===== src/rtl/deal_sequencer_if.sv =====
// rtl/deal_sequencer_if.sv - handshake between the deal sequencer and the single-card drawer
interface deal_sequencer_if #(
    parameter int NUM_CARDS = 106,
    parameter int IDX_W     = 7
);
    logic                 draw_one;
    logic                 drawer_ready;
    logic                 drawer_done;
    logic [IDX_W-1:0]     drawn_idx;
    logic [NUM_CARDS-1:0] available_card;

    modport master (
        output draw_one, available_card,
        input  drawer_ready, drawer_done, drawn_idx
    );

    modport slave (
        input  draw_one, available_card,
        output drawer_ready, drawer_done, drawn_idx
    );
endinterface


===== src/rtl/deal_sequencer.sv =====
// rtl/deal_sequencer.sv - owns the deck mask and deals N cards to one hand via the drawer
module deal_sequencer #(
    parameter int NUM_CARDS = 106,
    parameter int IDX_W     = 7,
    parameter int CNT_W     = 5,
    parameter int TIMEOUT   = 255
) (
    input  logic                 clk,
    input  logic                 rst,
    input  logic                 deck_init,
    input  logic                 deal_start,
    input  logic [CNT_W-1:0]     deal_count,
    input  logic                 deal_player,
    deal_sequencer_if.master     drw,
    output logic [NUM_CARDS-1:0] hand0,
    output logic [NUM_CARDS-1:0] hand1,
    output logic [IDX_W-1:0]     cards_left,
    output logic                 busy,
    output logic                 deal_done,
    output logic                 deal_short,
    output logic                 deal_err
);
    localparam int WD_W = $clog2(TIMEOUT + 1);
    localparam logic [IDX_W-1:0] FULL_COUNT = IDX_W'(NUM_CARDS);

    typedef enum logic [2:0] {IDLE, ISSUE, WAIT, COMMIT, FIN} state_t;

    state_t               state, state_nxt;
    logic [NUM_CARDS-1:0] avail;
    logic [CNT_W-1:0]     remaining;
    logic                 player;
    logic [IDX_W-1:0]     idx_q;
    logic [WD_W-1:0]      wd;
    logic                 idx_bad, timed_out, start_empty;

    assign drw.available_card = avail;
    assign busy        = (state != IDLE);
    assign idx_bad     = (int'(idx_q) >= NUM_CARDS) || !avail[idx_q];
    assign timed_out   = !drw.drawer_done && (wd == WD_W'(TIMEOUT - 1));
    // a same-cycle deck_init refills the deck before the deal looks at it
    assign start_empty = (cards_left == '0) && !deck_init;

    always_ff @(posedge clk) begin
        if (rst) state <= IDLE;
        else     state <= state_nxt;
    end

    always_comb begin
        state_nxt    = state;
        drw.draw_one = 1'b0;
        deal_done    = 1'b0;
        case (state)
            IDLE: begin
                if (deal_start)
                    state_nxt = (deal_count == '0 || start_empty) ? FIN : ISSUE;
            end
            ISSUE: begin
                if (drw.drawer_ready) begin
                    drw.draw_one = 1'b1;
                    state_nxt    = WAIT;
                end
            end
            WAIT: begin
                if (drw.drawer_done) state_nxt = COMMIT;
                else if (timed_out)  state_nxt = FIN;
            end
            COMMIT: begin
                if (idx_bad)                             state_nxt = ISSUE;
                else if (remaining == CNT_W'(1))         state_nxt = FIN;
                else if (cards_left == IDX_W'(1))        state_nxt = FIN;
                else                                     state_nxt = ISSUE;
            end
            FIN: begin
                deal_done = 1'b1;
                state_nxt = IDLE;
            end
            default: state_nxt = IDLE;
        endcase
    end

    always_ff @(posedge clk) begin
        if (rst) begin
            avail      <= '1;
            hand0      <= '0;
            hand1      <= '0;
            cards_left <= FULL_COUNT;
            remaining  <= '0;
            player     <= 1'b0;
            idx_q      <= '0;
            wd         <= '0;
            deal_short <= 1'b0;
            deal_err   <= 1'b0;
        end else begin
            case (state)
                IDLE: begin
                    if (deck_init) begin
                        avail      <= '1;
                        hand0      <= '0;
                        hand1      <= '0;
                        cards_left <= FULL_COUNT;
                        deal_err   <= 1'b0;
                    end
                    if (deal_start) begin
                        remaining  <= deal_count;
                        player     <= deal_player;
                        deal_err   <= 1'b0;
                        deal_short <= (deal_count != '0) && start_empty;
                    end
                end
                ISSUE: begin
                    if (drw.drawer_ready) wd <= '0;
                end
                WAIT: begin
                    wd <= wd + WD_W'(1);
                    if (drw.drawer_done) idx_q <= drw.drawn_idx;
                    if (timed_out)       deal_err <= 1'b1;
                end
                COMMIT: begin
                    if (idx_bad) begin
                        deal_err <= 1'b1;
                    end else begin
                        avail[idx_q] <= 1'b0;
                        if (player) hand1[idx_q] <= 1'b1;
                        else        hand0[idx_q] <= 1'b1;
                        cards_left <= cards_left - IDX_W'(1);
                        remaining  <= remaining - CNT_W'(1);
                        if (remaining != CNT_W'(1) && cards_left == IDX_W'(1))
                            deal_short <= 1'b1;
                    end
                end
                default: ;
            endcase
        end
    end
endmodule

===== src/flat_wrapper.sv =====
// flat-port wrapper written by rule: the top's interface ports become plain ports
module deal_sequencer_flat 
#(
    parameter int NUM_CARDS = 106,
    parameter int IDX_W     = 7,
    parameter int CNT_W     = 5,
    parameter int TIMEOUT   = 255
)
  (clk, rst, deck_init, deal_start, deal_count, deal_player, hand0, hand1, cards_left, busy, deal_done, deal_short, deal_err, drw_draw_one, drw_available_card, drw_drawer_ready, drw_drawer_done, drw_drawn_idx);
  deal_sequencer_if #(.NUM_CARDS(NUM_CARDS), .IDX_W(IDX_W)) drw_i ();
  input  logic clk;
  input  logic rst;
  input  logic deck_init;
  input  logic deal_start;
  input  logic [CNT_W-1:0] deal_count;
  input  logic deal_player;
  output logic [NUM_CARDS-1:0] hand0;
  output logic [NUM_CARDS-1:0] hand1;
  output logic [IDX_W-1:0] cards_left;
  output logic busy;
  output logic deal_done;
  output logic deal_short;
  output logic deal_err;
  output wire logic [$bits(drw_i.draw_one)-1:0] drw_draw_one;
  output wire logic [$bits(drw_i.available_card)-1:0] drw_available_card;
  input wire logic [$bits(drw_i.drawer_ready)-1:0] drw_drawer_ready;
  input wire logic [$bits(drw_i.drawer_done)-1:0] drw_drawer_done;
  input wire logic [$bits(drw_i.drawn_idx)-1:0] drw_drawn_idx;
  assign drw_draw_one = drw_i.draw_one;
  assign drw_available_card = drw_i.available_card;
  assign drw_i.drawer_ready = drw_drawer_ready;
  assign drw_i.drawer_done = drw_drawer_done;
  assign drw_i.drawn_idx = drw_drawn_idx;
  deal_sequencer #(.NUM_CARDS(NUM_CARDS), .IDX_W(IDX_W), .CNT_W(CNT_W), .TIMEOUT(TIMEOUT)) u_core (.clk(clk), .rst(rst), .deck_init(deck_init), .deal_start(deal_start), .deal_count(deal_count), .deal_player(deal_player), .drw(drw_i), .hand0(hand0), .hand1(hand1), .cards_left(cards_left), .busy(busy), .deal_done(deal_done), .deal_short(deal_short), .deal_err(deal_err));
endmodule

===== config.mk =====
export PLATFORM = sky130hd
export DESIGN_NAME = deal_sequencer_flat
export DESIGN_NICKNAME = d
export VERILOG_FILES = /design/src/rtl/deal_sequencer_if.sv /design/src/rtl/deal_sequencer.sv /design/src/flat_wrapper.sv
export SDC_FILE = /design/constraint.sdc
export NUM_CORES = 1
export LEC_CHECK = 0
export CAP_MARGIN = 20
export CORE_MARGIN = 2
export CORE_UTILIZATION = 50
export CTS_CLUSTER_SIZE = 12
export DETAILED_ROUTE_END_ITERATION = 8
export PLACE_DENSITY = 0.81
export SETUP_SLACK_MARGIN = 0.4
export SYNTH_ARGS = -nofsm -noshare
export SYNTH_HDL_FRONTEND = slang
export SYNTH_SLANG_ARGS = --single-unit
export TNS_END_PERCENT = 10

===== constraint.sdc =====
create_clock -name clk -period 5.8 [get_ports clk]
set_input_delay 0.87 -clock clk [delete_from_list [all_inputs] [get_ports clk]]
set_output_delay 0.87 -clock clk [all_outputs]
set_load 0.02 [all_outputs]

==> summary.md, run 1 <==
| Metric | Value |
|---|---|
| Flop-to-flop setup slack | around 1400 ps |
| Num CTS Buffers | 37 |
| Placement Setup Slack | about 1500 ps |
| Number of distinct library cells after synthesis | 70 |
| Final worst clock skew | between 10 and 15 ps |
| Post-cts sizing count | 0 |
| Max-cap violations | 0 |
| Post-synth EDFFs | 0 |
| Async S/R FF share, synth | 0% |
| R2r startpoint | u_core.idx_q[1] |
| Hold crit path type | flop to flop |
| Tightest Pin Transition | between 1000 and 1500 ps |
| Number of port buffers | between 300 and 400 |
| Setup TNS | 0 ps |
| Later-pin clock latency in the skew report | 520 ps |
| Seq/Total Area, Yosys | 48.8% |
| Status | finished clean |
| Ports | 349 |
| Fin. Hold Viols | 0 |
| Max Freq | 230 MHz |
| Top_reg_cell synth | dfxtp_1 |
| Register area | 0.00703 mm^2 |
| Layout area overhead | 32.2% |
| Internal | 3.82 mW |
| Drt wl/cell | 20.7 um |
| Area of the multi-input gates | 0.00627 mm^2 |
| Mean Syn Cell Area | 8.62 um^2 |
| Setup CP Type | flop to flop |
| #FFs+latches synth | 351 |
| Finished Cell Area | between 0.015 and 0.02 mm^2 |
| Core Util, Final | 66.7% |
| Chip height | around 170 um |
| Hold WS | 443 ps |
| Sequential Power Share | 48.3% |
| Crit path time final | 4360 ps |
| Clock power frac | 43.8% |
| Maximum vdd drop | 172 uV |
| Worst setup EP type | flop |
| Net count after synthesis | 1697 |
| Worst Hold Launch | u_core.hand1[13] |
| Layout fillers | 2284 |
| Final Slew Violations | 0 |
| CTS Root Cell | clkbuf_16 |
| Global route overflow | 0 |
| Clk sinks | 351 |
| Worst setup SP type | flop |
| Clock Path Buffers | 3 |
| Routed vias/inst | 6.04 |
| RSZ-0062 raised after global routing | false |
| WP data arrival | about 4800 ps |
| Core ar. | 0.0285 mm^2 |
| Vias in the first global route | 13.1k |
| Detail Placement HPWL | 31100 um |
| Detailed Route WL | 47900 um |
| Fin crit share | 75.1% |
| Layout cells sized above 1 | 5.60% |
| Fin cells | 2315 |
| DR vias | 14.0k |
| Worst-path clk slew | about 60 ps |
| Mapped Area | 0.0144 mm^2 |
| P_leak | 6.27 nW |
| Reg-to-reg endpoint | u_core.hand1[2] |
| Overall Power | 5.09 mW |
| Drt first-iter violations | approximately 1.6k |
| Post-CTS setup buffer count | 0 |
| Final setup margin | 1440 ps |
| WP data required | 6250 ps |
| Pre-antenna DRT Iters | 7 |
| Die ar. | ~0.03 mm^2 |
| Yosys warns | 0 |
| P_sw | approximately 1.3 mW |
| Die width | roughly 170 um |
| CTS tree | built |
| Antenna Nets Post-Route | 0 |
| Worst Hold Depth | 2 |
| DRC | 0 |
| Logic pwr share | approximately 7.9% |
| Number of core rows | 62 |
| Layout Nets | between 1.5k and 2k |
| FF-to-FF path depth | 10 |
| Placed cells | 2251 |
| Hold-critical path endpoint | u_core.hand1[13] |
| Switching portion of total power | about a quarter |
| H-Tree Depth | 2 |
| Routability Congestion | 0.882 |
| Largest net degree at the start of global routing | 77 |
| Global Route Usage Sum | 30.5% |
| Normalized max-slew margin | a little over a fifth |
| Syn Inst Count | 1671 |
| Crit-path max FO | 39 |
| Final setup vio count | 0 |
| Number of hold buffers added after CTS | 0 |
| PD cells | 267 mW/mm^2 |
| Initial antenna violation count | 0 |
| Global-route wire length before repair | 74500 um |
| Initial Utilization | between 50% and 60% |
| Placed cell area | 0.0178 mm^2 |
==> cell usage in the layout, fill, tap and decap left out, drive strengths merged, types with 89 or more instances in the layout <==
| master | n |
|---|---|
| a21oi | 120 |
| clkdlybuf4s50 | 348 |
| dfxtp | 351 |
| inv | 107 |
| nand2 | 151 |
| nand3 | 118 |
| nor2 | 147 |
| nor4 | 91 |
| o21a | 89 |
| o31ai | 94 |
==> metal layers <==
layer  vias up  GRT usage, %  part of all wire (%)  routed length, um
met5         -             0                     0                  0
met4         0          18.7                   6.5               3120
met3       176          4.93                   7.6               3620
met2       765          48.5                    46              22000
met1      6683          39.0                    40              19200
li1       6356             -                     -                  -
==> cells in the mapped netlist, types with 3 or more instances <==
library cell	n	area [um^2]
nand3b_1	7	52.6
nor4_1	91	569
a41oi_1	11	96.3
nor3_1	22	110
buf_1	3	11.3
buf_2	26	130
a211o_1	3	26.3
mux2i_1	26	260
a211oi_1	4	30.0
buf_4	10	75.1
inv_1	106	398
ha_1	7	87.6
nand2b_1	4	25.0
a22o_1	16	140
nor2_1	146	548
nor2b_1	8	50.1
a32o_1	8	80.1
buf_6	7	78.8
o31ai_1	94	706
and2_1	8	50.1
nand3_1	118	591
o21ai_0	9	45.0
o211ai_1	3	22.5
o21a_1	89	668
a221oi_1	6	52.6
o311a_1	4	40.0
or3_1	5	31.3
a21o_1	12	90.1
dfxtp_1	351	7030
clkbuf_1	125	469
a31oi_1	7	43.8
mux4_2	5	113
nand2_1	151	567
a21oi_1	119	596
o2111ai_1	3	26.3
mux2_2	8	90.1
o22ai_1	6	37.5
and3_1	4	25.0
o221ai_1	3	26.3
==> worst max-delay path by stage <==
stage                                from             endpoint  slack [ps]  cells past startpoint
final                     u_core.idx_q[1]      u_core.hand1[2]        1440                     10
after global routing      u_core.idx_q[1]      u_core.hand1[1]        1170                     10
after CTS                 u_core.idx_q[1]      u_core.hand1[2]        1480                     10
after detailed placement  u_core.idx_q[1]      u_core.hand1[2]        1510                     10
after global placement    u_core.idx_q[1]      u_core.hand1[0]        1600                     10
after floorplan           u_core.idx_q[1]  u_core.remaining[1]        3210                     12
==> final cells by class <==
| class | instances | share of cell area [%] |
|---|---|---|
| diodes | 1 | 0.0131 |
| flip-flops and latches | 351 | 36.9 |
| inverters | 106 | 2.09 |
| repair buffers | 371 | 19.6 |
| clock buffers | 54 | 5.74 |
| well taps | 384 | 2.52 |
| clock inverters | 5 | 0.151 |
| multi-input cells | 1043 | 32.9 |
==> power by group through the flow <==
| stage | clock (mW) | combinational, mW | sequential, mW |
|---|---|---|---|
| CTS | 2.24 | 0.391 | 2.46 |
| detailed placement | 0 | 0.389 | 2.51 |
| global route | 2.34 | 0.430 | 2.46 |
| finish | 2.23 | 0.401 | 2.46 |
| global placement | 0 | 0.382 | 2.51 |
| floorplan | 0 | 0.304 | 2.49 |
==> critical path, cell delays in order, from the launching register on <==
cell	delay, ps
dfxtp_1	310
buf_4	410
or3b_2	820
o221ai_1	330
o2111ai_1	140
or3b_1	220
a31oi_2	70
a21oi_4	900
buf_4	490
and2_1	360
a32o_1	220
==> cells by family after synthesis <==
| family | synth area share (%) |
|---|---|
| fa+ha+maj | 0.608 |
| compound gates | 20.0 |
| xor+xnor | 0.0608 |
| mux | 3.29 |
| flops | 48.8 |
| simple gates | 19.2 |
| buf+inv | 8.07 |
==> registers in the layout, indices dropped and copies added, names as in the netlist <==
register and flops:
u_core.cards_left 7, u_core.deal_err 1, u_core.hand1 106, u_core.wd 8
u_core.hand0 106, u_core.remaining 5, u_core.state 3, u_core.deal_short 1
u_core.drw.available_card 106, u_core.player 1, u_core.idx_q 7
Note: power is estimated with default switching activity, not from simulation.
==> inputs of run 2 (changes only) <==
--- a/config.mk
+++ b/config.mk
@@ -7,10 +7,10 @@
 export LEC_CHECK = 0
 export CAP_MARGIN = 20
 export CORE_MARGIN = 2
-export CORE_UTILIZATION = 50
+export CORE_UTILIZATION = 45
 export CTS_CLUSTER_SIZE = 12
 export DETAILED_ROUTE_END_ITERATION = 8
-export PLACE_DENSITY = 0.81
+export PLACE_DENSITY = 0.77
 export SETUP_SLACK_MARGIN = 0.4
 export SYNTH_ARGS = -nofsm -noshare
 export SYNTH_HDL_FRONTEND = slang
==> constraint.sdc (replaced) <==
create_clock -name clk -period 4 [get_ports clk]
set_input_delay 0.6 -clock clk [delete_from_list [all_inputs] [get_ports clk]]
set_output_delay 0.6 -clock clk [all_outputs]
set_load 0.02 [all_outputs]
==> run 2 against run 1 <==
  * Non-clock buffer count rose by 6
  * Register-to-register slack got worse by 860 ps
  * Wire length rose by 3.5%
  * Die area rose by 11%
  * Critical path depth rose by 1
  * Core utilization fell by 5.8 points
  * Via count barely moved
  * Critical path type unchanged
==> summary.md, run 2 (synthesis gave the netlist of run 1 again) <==
| Metric | Value |
|---|---|
| Drt first-iter violations | between 1k and 1.5k |
| Core Util, Final | between 60% and 70% |
| Worst-path clk slew | 60 ps |
| Core ar. | ~0.032 mm^2 |
| H-Tree Depth | 2 |
| Global-route wire length before repair | 75400 um |
| DR vias | between 10k and 15k |
| Crit path time final | 3420 ps |
| Die width | 183 um |
| Layout Nets | slightly below 2k |
| Crit path to | u_core.drw.available_card[62] |
| Final worst clock skew | 10.5 ps |
| Global route overflow | 0 |
| Layout fillers | 2676 |
| Layout area overhead | 33.5% |
| Setup CP Type | flop to flop |
| Sequential Power Share | 47.1% |
| P_sw | 1.88 mW |
| Max-cap violations | 0 |
| Switching portion of total power | 24.8% |
| R2r startpoint | u_core.idx_q[2] |
| CP peak stage delay | 440 ps |
| Max Freq | 293 MHz |
| Logic pwr share | 7.8% |
| Worst-path cell chain | buf_4, inv_1, a21oi_1, o311a_1, or3b_1, a31oi_2, a21o_4, buf_12, buf_4, o31ai_1, nand2_1 |
| Fin. Hold Viols | 0 |
| Top sig layer | met4 |
| Initial antenna violation count | 0 |
| Leading cell types in the layout, fill and taps excluded | clkdlybuf4s50_1, dfxtp_1, nor2_1 |
| Clock Path Buffers | 3 |
| Routed vias/inst | 5.96 |
| Worst setup EP type | flop |
| Worst setup SP type | flop |
| Num CTS Buffers | 38 |
| Vias in the first global route | 12.8k |
| Later-pin clock latency in the skew report | 510 ps |
| Clock power frac | 45.1% |
| Maximum vdd drop | between 300 and 400 uV |
| Fin crit share | 85.4% |
| Pre-antenna DRT Iters | 5 |
| Flop-to-flop setup slack | around 580 ps |
| Internal | ~5.7 mW |
| Final setup vio count | 0 |
| Inserted Diodes | 0 |
| CTS tree | built |
| Hold crit path type | flop to flop |
| Drt wl/cell | 21.1 um |
| Status | finished clean |
| PD cells | 395 mW/mm^2 |
| CTS Root Cell | clkbuf_16 |
| Setup TNS | 0 ps |
| WP data arrival | 3860 ps |
| Detailed Route WL | 49600 um |
| WP data required | ~4500 ps |
| CP most frequent cell | buf_4 |
| Routability Congestion | 0.895 |
| Die ar. | approximately 0.033 mm^2 |
| Critical Path Source | u_core.idx_q[2] |
| DRC | 0 |
| Met2 wire len | 23200 um |
| Largest net degree at the start of global routing | 143 |
| Antenna Nets Post-Route | 0 |
| P_leak | between 6 and 7 nW |
| Ports | roughly 350 |
| Normalized max-slew margin | 22.5% |
| CP max stage cell | or3b_1 |
| Initial Utilization | 45.7% |
| Clk sinks | about 350 |
| Global Route Usage Sum | roughly 28% |
| Reg-to-reg endpoint | u_core.drw.available_card[62] |
| Number of core rows | 65 |
| Met1 Wirelength | 19900 um |
| Met3 WL | 4010 um |
| RSZ-0062 raised after global routing | false |
| Layout cells sized above 1 | ~6.1% |
| Crit-path max FO | 57 |
| Chip height | 183 um |
| Final Slew Violations | 0 |
| Detail Placement HPWL | between 30000 and 40000 um |
| Number of port buffers | 348 |
| Tightest Pin Transition | 1160 ps |
| FF-to-FF path depth | 11 |
run 2: changes by cell type in the layout (fill, tap and decap cells not counted), moves of 2 or more:
cell,before,now
buf_12,2,8
buf_4,17,20
clkbuf_1,9,12
buf_16,2,0
clkbuf_8,6,8
run 2: through the flow:
| step | std cells | setup slack [ps] | hold slack, ps | total power, mW | area, um^2 |
|---|---|---|---|---|---|
| 3_5_place_dp | 2278 | 600 | 438 | 4.23 | 18000 |
| 2_1_floorplan | 1671 | 1410 | 448 | 4.05 | 14400 |
| 6_report | 2344 | 582 | 443 | 7.60 | 19200 |
| 5_1_grt | 2344 | 438 | 456 | 7.84 | 19200 |
| 3_3_place_gp | 2278 | 626 | 433 | 4.22 | 18000 |
| 4_1_cts | 2343 | 547 | 447 | 7.62 | 19200 |
run 2: final cells by class:
cell class              count  area, um^2  area share (%)
clock buffers              60        1160            6.01
clock inverters             5        53.8           0.280
inverters                 106         398            2.07
multi-input cells        1043        6280            32.6
flip-flops and latches    351        7040            36.6
well taps                 402         503            2.62
repair buffers            377        3810            19.8
run 2: worst min-delay path by stage:
stage	from	to	slack, ps	depth (start not counted)
3_5_place_dp	u_core.hand1[54]	u_core.hand1[54]	440	2
4_1_cts	u_core.hand1[54]	u_core.hand1[54]	450	2
5_1_grt	u_core.hand1[43]	u_core.hand1[43]	460	2
3_3_place_gp	u_core.hand1[63]	u_core.hand1[63]	430	2
2_1_floorplan	u_core.remaining[1]	u_core.remaining[1]	450	2
6_report	u_core.hand1[63]	u_core.hand1[63]	440	2
run 2: what timing repair did:
item	CTS	global route
hold buffers	0	0
setup endpoints to repair	0	13
gates resized for setup	0	2
setup buffers	0	0
run 2: worst max-delay path: cells and delay by family, from the launching register on:
kind	cells	cell delay (ps)
AOI/OAI and AO/OA	5	1200
buffers and inverters	4	1180
DFF	1	380
and+or+nand+nor	2	540
run 2: layer usage:
| metal | global-route usage, % | vias to the layer above |
|---|---|---|
| met2 | 45.9 | 779 |
| met4 | 14.0 | 0 |
| li1 | - | 6385 |
| met5 | 0 | - |
| met3 | 4.57 | 138 |
| met1 | 37.2 | 6666 |
run 2: power groups by stage:
stage	combinational, mW	clock (mW)	sequential (mW)
after global placement	0.572	0	3.65
after detailed placement	0.583	0	3.65
after floorplan	0.441	0	3.61
after global routing	0.638	3.62	3.58
final	0.596	3.43	3.58
after CTS	0.585	3.47	3.57
==> inputs of run 3 (changes only) <==
--- a/config.mk
+++ b/config.mk
@@ -7,10 +7,10 @@
 export LEC_CHECK = 0
 export CAP_MARGIN = 20
 export CORE_MARGIN = 2
-export CORE_UTILIZATION = 45
+export CORE_UTILIZATION = 50
 export CTS_CLUSTER_SIZE = 12
 export DETAILED_ROUTE_END_ITERATION = 8
-export PLACE_DENSITY = 0.77
+export PLACE_DENSITY = 0.93
 export SETUP_SLACK_MARGIN = 0.4
 export SYNTH_ARGS = -nofsm -noshare
 export SYNTH_HDL_FRONTEND = slang
==> constraint.sdc (replaced) <==
create_clock -name clk -period 4.1 [get_ports clk]
set_input_delay 0.615 -clock clk [delete_from_list [all_inputs] [get_ports clk]]
set_output_delay 0.615 -clock clk [all_outputs]
set_load 0.02 [all_outputs]
==> run 3 against run 2 <==
  * Global-route usage up 4.5 points
  * Combinational power about the same
  * Register-to-register slack worse by 140 ps
  * Hold slack better by 2.5 ps
  * Clock skew up 0.56 ps
  * First-iteration DRC count up 47%
  * Worst setup slack worse by 140 ps
  * Via count up 4.6%
  * Cell count down 0.98%
  * Clock power down 5.8%
  * Non-clock buffer count down 1
  * Die area down 9.8%
  * Highest routed layer unchanged
==> summary.md, run 3 (synthesis gave the netlist of run 1 again) <==
| Metric | Value |
|---|---|
| Final setup vio count | 0 |
| Routed vias/inst | 6.30 |
| Max Freq | between 200 and 300 MHz |
| Critical Path Source | u_core.idx_q[0] |
| Ports | between 300 and 400 |
| Leading cell types in the layout, fill and taps excluded | dfxtp_1, clkdlybuf4s50_1, nor2_1 |
| DR vias | 14.6k |
| Worst setup EP type | flop |
| Initial antenna violation count | 0 |
| CP most frequent cell | buf_12 |
| Worst setup SP type | flop |
| Layout cells sized above 1 | 5.94% |
| Detail Placement HPWL | 32800 um |
| Max-cap violations | 0 |
| Setup CP Type | flop to flop |
| WP data required | 4550 ps |
| Maximum vdd drop | around 230 uV |
| Die width | 174 um |
| Worst-path cell chain | buf_4, mux2i_1, o22ai_1, a211oi_1, a21oi_1, a31oi_2, a21o_4, buf_12, buf_12, o31ai_1, nand2_1 |
| Crit path time final | about 3700 ps |
| Status | finished clean |
| Layout area overhead | 33.1% |
| Largest net degree at the start of global routing | 91 |
| R2r startpoint | u_core.idx_q[0] |
| Commonest non-fill, non-tap cell in the layout | dfxtp_1 |
| CP max stage cell | dfxtp_2 |
| Pre-antenna DRT Iters | 8 |
| GR peak layer | met2 |
| Worst-path clk slew | 60 ps |
| PD cells | between 300 and 400 mW/mm^2 |
| Reg-to-reg endpoint | u_core.drw.available_card[93] |
| Num CTS Buffers | 37 |
| Finished Cell Area | about 0.019 mm^2 |
| Global route overflow | 0 |
| Routing usage on met2 | 53.2% |
| Global-route met3 utilization | 7.11% |
| Clk sinks | roughly 350 |
| Crit-path max FO | 65 |
| Setup TNS | 0 ps |
| Global-route wire length before repair | 79800 um |
| Initial Utilization | 50.5% |
| Worst Hold Launch | u_core.hand1[34] |
| Die ar. | 0.0302 mm^2 |
| Tightest Pin Transition | 1170 ps |
| Core ar. | about 0.029 mm^2 |
| Chip height | 174 um |
| CTS tree | built |
| H-Tree Depth | 2 |
| Hold-critical path endpoint | u_core.hand1[34] |
| DRC | 0 |
| M1 GR Usage | 39.9% |
| CTS Root Cell | clkbuf_16 |
| WP data arrival | 4110 ps |
| Fin. Hold Viols | 0 |
| FF-to-FF path depth | 11 |
| Layout fillers | 2086 |
| Antenna Nets Post-Route | 0 |
| Vias in the first global route | roughly 14k |
| Final worst clock skew | 11.1 ps |
| Drt wl/cell | between 20 and 25 um |
| Clock Path Buffers | 3 |
| Number of port buffers | 348 |
| Global Route Usage Sum | approximately 33% |
| Placed cell area | between 0.015 and 0.02 mm^2 |
| Hold crit path type | flop to flop |
| P_leak | 6.32 nW |
| CP peak stage delay | 680 ps |
| Flop-to-flop setup slack | between 400 and 500 ps |
| Later-pin clock latency in the skew report | 510 ps |
| Routability Congestion | around 1.0 |
| Number of core rows | 62 |
| Fin crit share | 89.3% |
| Layout Nets | 1942 |
| Detailed Route WL | around 52000 um |
| Worst Hold Depth | 2 |
| Normalized max-slew margin | 21.8% |
| Final Slew Violations | 0 |
| Drt first-iter violations | 2041 |
| RSZ-0062 raised after global routing | true |
| Number of hold buffers added after CTS | 0 |
## run 3: cell types whose count changed in the layout (fill, tap and decap cells not counted), sizes merged
cell / before / now
buf: 29 / 28
a21oi: 120 / 121
diode: 0 / 1
clkbuf: 60 / 55
clkinv: 3 / 2
## run 3: stage by stage
step / util [%] / hold WS (ps) / setup WS [ps] / power, mW / cells
after floorplan: - / 448 / 1510 / 3.95 / 1671
after global placement: 62.9 / 433 / 625 / 4.12 / 2258
after detailed placement: 62.9 / 438 / 522 / 4.13 / 2258
after CTS: 67.0 / 447 / 447 / 7.32 / 2317
after global routing: 67.2 / 459 / 341 / 7.51 / 2320
final: 67.2 / 446 / 438 / 7.32 / 2321
## run 3: how the worst max path moves through the flow
stage          slack [ps]  cells past startpoint                       endpoint
2_1_floorplan        1510                     12            u_core.remaining[1]
3_3_place_gp          620                      8              u_core.hand1[104]
3_5_place_dp          520                      8               u_core.hand1[25]
4_1_cts               450                      8               u_core.hand1[84]
5_1_grt               340                     11  u_core.drw.available_card[93]
6_report              440                     11  u_core.drw.available_card[93]
## run 3: where the power goes
group	leakage, nW	internal (mW)	switching (mW)	total [mW]
clock	0.568	1.91	1.32	3.23
sequential	2.83	3.43	0.0586	3.49
combinational	2.92	0.162	0.437	0.599
total	6.32	5.51	1.81	7.32
## run 3: layout make-up
type | instances | area (um^2) | area share, %
antenna | 1 | 2.50 | 0.0130
clock buffer | 55 | 1110 | 5.77
clock inverter | 4 | 48.8 | 0.254
inverter | 106 | 398 | 2.07
multi-input combinational | 1044 | 6290 | 32.8
sequential | 351 | 7030 | 36.7
tap | 384 | 480 | 2.51
timing repair buffer | 376 | 3820 | 19.9
## run 3: critical path: cells and delay by family, from the launching register on
family,cells,cell delay (ps)
flops,1,680
simple gates,1,130
compound gates,6,1470
buf+inv,3,980
mux,1,280
## run 3: layer usage
metal | wire [um] | part of all wire, %
met5 | 0 | 0
met2 | 24200 | 46
met4 | 3570 | 6.8
met1 | 19100 | 37
met3 | 5260 | 10
## run 3: repair_timing
item                                    4_1_cts  5_1_grt
endpoints found under the setup margin        0       49
setup buffers                                 0        0
resized for setup                             0        1
